==> src/rtl/reg_sel_pkg.sv <==
// reg_sel_pkg: shared state, phase and operand-count encodings for the register select sequencer
package reg_sel_pkg;
  typedef enum logic [2:0] {IDLE, SEL_B, SEL_C, SEL_A, DONE} state_t;
  localparam logic [1:0] PH_NONE = 2'd0;
  localparam logic [1:0] PH_B = 2'd1;
  localparam logic [1:0] PH_C = 2'd2;
  localparam logic [1:0] PH_A = 2'd3;
  localparam logic [1:0] OPS_A = 2'd0;
  localparam logic [1:0] OPS_BA = 2'd1;
  localparam logic [1:0] OPS_BCA = 2'd2;
endpackage

==> src/rtl/reg_select_sequencer_onehot_dec.sv <==
// onehot_dec: binary register index to one-hot enable, one compare per output bit
module onehot_dec #(
  parameter int N = 16,
  parameter int W = $clog2(N)
) (
  input  logic [W-1:0] idx,
  output logic [N-1:0] oh
);
  for (genvar i = 0; i < N; i++) begin : g_bit
    assign oh[i] = idx == W'(i);
  end
endmodule

==> src/rtl/reg_select_sequencer.sv <==
// reg_select_sequencer: IR latch, Ra/Rb/Rc one-hot select sequencing, manual select path and immediate sign extension
module reg_select_sequencer
  import reg_sel_pkg::*;
#(
  parameter int DATA_W = 32,
  parameter int NREG = 16,
  parameter int RSEL_W = $clog2(NREG),
  parameter int RA_LSB = 23,
  parameter int RB_LSB = 19,
  parameter int RC_LSB = 15,
  parameter int IMM_W = 18
) (
  input  logic              clk,
  input  logic              clr,
  input  logic              ir_load,
  input  logic [DATA_W-1:0] ir_in,
  input  logic              start,
  input  logic [1:0]        ops,
  input  logic              adv,
  input  logic              ba_mode,
  input  logic              gra,
  input  logic              grb,
  input  logic              grc,
  input  logic              rin,
  input  logic              rout,
  input  logic              ba_out,
  output logic [NREG-1:0]   reg_in,
  output logic [NREG-1:0]   reg_out,
  output logic              zero_out,
  output logic [DATA_W-1:0] c_sext,
  output logic [1:0]        phase,
  output logic              busy,
  output logic              done
);
  state_t state, nxt;
  logic [DATA_W-1:0] ir_q;
  logic [1:0] ops_q;
  logic [RSEL_W-1:0] ra, rb, rc, sel, rd_idx, wr_idx;
  logic [NREG-1:0] rd_oh, wr_oh;
  logic idle, unused_hi;
  always_ff @(posedge clk) begin
    if (clr) begin
      state <= IDLE;
      ir_q <= '0;
      ops_q <= OPS_A;
    end else begin
      state <= nxt;
      if (state == IDLE && ir_load) ir_q <= ir_in;
      if (state == IDLE && start) ops_q <= ops;
    end
  end
  // reserved ops=3 falls through to the three-operand path
  always_comb begin
    nxt = state;
    unique case (state)
      IDLE:  nxt = start ? (ops == OPS_A ? SEL_A : SEL_B) : IDLE;
      SEL_B: nxt = adv ? (ops_q == OPS_BA ? SEL_A : SEL_C) : SEL_B;
      SEL_C: nxt = adv ? SEL_A : SEL_C;
      SEL_A: nxt = adv ? DONE : SEL_A;
      DONE:  nxt = IDLE;
      default: nxt = IDLE;
    endcase
  end
  assign ra = ir_q[RA_LSB +: RSEL_W];
  assign rb = ir_q[RB_LSB +: RSEL_W];
  assign rc = ir_q[RC_LSB +: RSEL_W];
  assign unused_hi = &{1'b0, ir_q[DATA_W-1:RA_LSB+RSEL_W]};
  assign idle = state == IDLE;
  assign sel = ({RSEL_W{gra}} & ra) | ({RSEL_W{grb}} & rb) | ({RSEL_W{grc}} & rc);
  assign rd_idx = state == SEL_C ? rc : state == SEL_B ? rb : sel;
  assign wr_idx = state == SEL_A ? ra : sel;
  onehot_dec #(.N(NREG), .W(RSEL_W)) u_rd_dec (.idx(rd_idx), .oh(rd_oh));
  onehot_dec #(.N(NREG), .W(RSEL_W)) u_wr_dec (.idx(wr_idx), .oh(wr_oh));
  // R0 as a base address reads as constant zero instead of the register
  assign zero_out = (state == SEL_B && ba_mode && rb == '0) || (idle && ba_out && sel == '0);
  assign reg_out = zero_out ? '0 :
                   (state == SEL_B || state == SEL_C || (idle && (rout || ba_out))) ? rd_oh : '0;
  assign reg_in = (state == SEL_A || (idle && rin)) ? wr_oh : '0;
  assign phase = state == SEL_B ? PH_B : state == SEL_C ? PH_C : state == SEL_A ? PH_A : PH_NONE;
  assign busy = !idle;
  assign done = state == DONE;
  assign c_sext = {{(DATA_W-IMM_W){ir_q[IMM_W-1]}}, ir_q[IMM_W-1:0]};
endmodule

==> config.mk <==
export PLATFORM = sky130hd
export DESIGN_NAME = reg_select_sequencer
export DESIGN_NICKNAME = d
export VERILOG_FILES = /design/src/rtl/reg_sel_pkg.sv /design/src/rtl/reg_select_sequencer_onehot_dec.sv /design/src/rtl/reg_select_sequencer.sv
export SDC_FILE = /design/constraint.sdc
export NUM_CORES = 1
export LEC_CHECK = 0
export BUFFER_PORTS_ARGS = -buffer_cell sky130_fd_sc_hd__buf_2
export CELL_PAD_IN_SITES_DETAIL_PLACEMENT = 0
export CELL_PAD_IN_SITES_GLOBAL_PLACEMENT = 1
export CORE_MARGIN = 5
export CORE_UTILIZATION = 30
export CTS_BUF_LIST = sky130_fd_sc_hd__clkbuf_8
export DETAILED_ROUTE_END_ITERATION = 16
export PLACE_DENSITY_LB_ADDON = 0.1
export SLEW_MARGIN = 20
export SYNTH_ARGS = -nofsm -noshare
export SYNTH_HDL_FRONTEND = slang
export SYNTH_SLANG_ARGS = --single-unit
==> constraint.sdc <==
create_clock -name clk -period 2.9 [get_ports clk]
set_input_delay 0.725 -clock clk [delete_from_list [all_inputs] [get_ports clk]]
set_output_delay 0.725 -clock clk [all_outputs]
set_load 0.01 [all_outputs]
==> results.sh <==
export IMPL_synth_seq_cells=32
export IMPL_syn_area_um2=1990
export IMPL_start_kind="input pin"
export IMPL_clockBufferDepth=2
export IMPL_ys_seq_area_frac=0.321
export IMPL_dieWidth_um=91.5
export IMPL_gp_congestion=0.731
export IMPL_whs_ns=0.453
export IMPL_clk_pin_slew_ns=0.07
export IMPL_synth_ff_type="dfxtp_1"
export IMPL_wl_met1_um=2600
export IMPL_critPathMaxFanout=4
export IMPL_fin_area_um2=2660
export IMPL_syn_num_nets=329
export IMPL_worst_pin_slew_ns=0.603
export IMPL_rows=29
export IMPL_dp_slack_ns=-0.0308
export IMPL_drive_above_1_share=0.423
export IMPL_layout_setup_ws_ns=0.0267
export IMPL_routed_wl_um=5930
export IMPL_place_area_um2=2410
export IMPL_firstDrtPassIters=4
export IMPL_yosys_cell_types_count=42
export IMPL_grt_max_degree=33
export IMPL_final_hold_viol_count=0
export IMPL_setup_tns_ns=0
export IMPL_io_pin_count=115
export IMPL_grt_use_total=0.137
export IMPL_die_height_um=91.5
export IMPL_worstPathRequired_ns=2.17
export IMPL_leakage_nw=1.30
export IMPL_cts_root_buf="clkbuf_8"
export IMPL_end_kind="primary output"
export IMPL_dp_hpwl_um=4580
export IMPL_holdBufCountCts=0
export IMPL_clk_latency_ns=0.28
export IMPL_final_setup_viol_count=0
export IMPL_yosys_warnings=0
export IMPL_synth_async_reset_ratio=0
export IMPL_p_per_area_nw_per_um2=562
export IMPL_area_growth_pct=33.3
export IMPL_fmax_mhz=348
export IMPL_synth_edf_count=0
export IMPL_cts_max_level=2
export IMPL_syn_area_per_cell_um2=7.05
export IMPL_die_area_um2=8380
export IMPL_grt_first_pass_wirelength_um=9490
export IMPL_max_slew_margin=0.598
export IMPL_fin_crit_ns=2.87
export IMPL_drc_errors=0
export IMPL_grt_ovfl_total=0
export IMPL_core_region_area_um2=6420
export IMPL_hp_class="reg2reg"
export IMPL_post_drt_wl_per_cell_um=13.2
export IMPL_status="completed"
export IMPL_max_cap_violations=0
export IMPL_antenna_left=0
export IMPL_irDropWorstVdd_mv=0.332
export IMPL_path_class="in2out"
export IMPL_met2_length_um=2730
export IMPL_port_buffers=109
export IMPL_antenna_found_initial=0
export IMPL_grt_pass1_vias=2017
export IMPL_syn_inst=283
export IMPL_rsz0062_at_grt="yes"
export IMPL_layout_nets=416
export IMPL_drt_initial_drc_count=80
export IMPL_cts_tree="built"
export IMPL_finalMaxSlewViolations=0
export IMPL_vias=2109
export IMPL_cp_arrival_ns=2.15
export IMPL_period_share=0.991
export IMPL_top_layer="met4"
export IMPL_tritoncts_num_sinks=32
export IMPL_start_util=0.311
export IMPL_cts_buffers=5
export IMPL_viasPerCell=4.71
export IMPL_n_antenna_cell=0
export IMPL_worst_clock_skew_ns=0.00494
export IMPL_dr_wl_met3_um=518
## per-stage QoR
step	util	power (mW)	std cells
after floorplan	-	0.894	283
after global placement	0.375	1.03	434
after detailed placement	0.375	1.03	434
after CTS	0.394	1.47	443
after global routing	0.414	1.60	448
final	0.414	1.49	448
## metal layers
layer | GRT usage | vias to the layer above
met5 | 0 | -
li1 | - | 1101
met2 | 0.226 | 69
met3 | 0.0504 | 9
met1 | 0.163 | 930
met4 | 0.0465 | 0
## worst max-delay path, stage by stage
cell      delay [ns]
buf_8           0.10
a222oi_1        0.30
buf_4           0.20
nor2_2          0.05
or3_1           0.37
nand4_1         0.19
nor2_1          0.07
buf_2           0.14
## logic make-up after synthesis
group	count (synthesis)	synth area share
AO/OA/AOI/OAI	62	0.205
flip-flops	32	0.321
AND/OR/NAND/NOR	138	0.307
XOR/XNOR	1	0.00439
buffers and inverters	50	0.162
## synthesized netlist by cell type (4+ instances only)
library cell,number,area (um2)
dfxtp_1,32,641
nand3_1,5,25.0
buf_4,32,240
a21oi_1,35,175
inv_1,5,18.8
a222oi_1,4,40.0
nand4_1,4,25.0
o21ai_0,4,20.0
nand2_1,72,270
nor2_1,36,135
clkbuf_1,7,26.3
buf_2,5,25.0
nor3_1,4,20.0
## what timing repair did
| action | 4_1_cts | 5_1_grt |
|---|---|---|
| endpoints found under the setup margin | 16 | 31 |
| pin swaps | 8 | 22 |
| buffers inserted | 1 | 5 |
| gates resized for setup | 1 | 22 |
| cloned | 0 | 0 |
## layout by cell type, fill, tap and decap left out, types with 2 or more instances in the layout
| master | instances |
|---|---|
| nand4_1 | 4 |
| nor3_1 | 3 |
| nand3_2 | 2 |
| a21oi_1 | 33 |
| nor2_1 | 35 |
| inv_1 | 5 |
| clkbuf_8 | 5 |
| a211oi_2 | 2 |
| buf_2 | 106 |
| nor2b_1 | 2 |
| nand3_1 | 3 |
| o21ai_2 | 3 |
| a222oi_1 | 4 |
| o2bb2ai_1 | 2 |
| dfxtp_2 | 2 |
| dfxtp_1 | 30 |
| o21ai_0 | 2 |
| buf_4 | 17 |
| o21a_1 | 3 |
| nand3b_1 | 2 |
| nand2_1 | 71 |
## layout make-up
type | instances | area, um2
inverters | 5 | 18.8
multi-input cells | 201 | 1100
well taps | 77 | 96.3
repair buffers | 125 | 684
clock buffers | 5 | 68.8
clock inverters | 3 | 42.5
flip-flops and latches | 32 | 643
fillers | 711 | 3760
## registers in the layout, indices dropped and copies added (netlist names)
name	cells
ir_q	27
ops_q	2
state	3
## final timing paths
| kind | start | end | slack (ns) | cells after the start |
|---|---|---|---|---|
| setup reg to reg | state[0] | ir_q[14] | 0.85 | 7 |
| setup / recovery | gra | reg_out[15] | 0.03 | 8 |
| hold / removal | ops_q[1] | ops_q[1] | 0.45 | 2 |
| hold reg to reg | ops_q[1] | ops_q[1] | 0.45 | 2 |
## report_power, final
| group | leakage [nW] | total [mW] | switching (mW) | internal, mW |
|---|---|---|---|---|
| sequential | 0.263 | 0.526 | 0.0441 | 0.482 |
| combinational | 0.985 | 0.542 | 0.310 | 0.232 |
| clock | 0.0541 | 0.426 | 0.172 | 0.254 |
No activity file was read; power rests on OpenSTA's default activity.
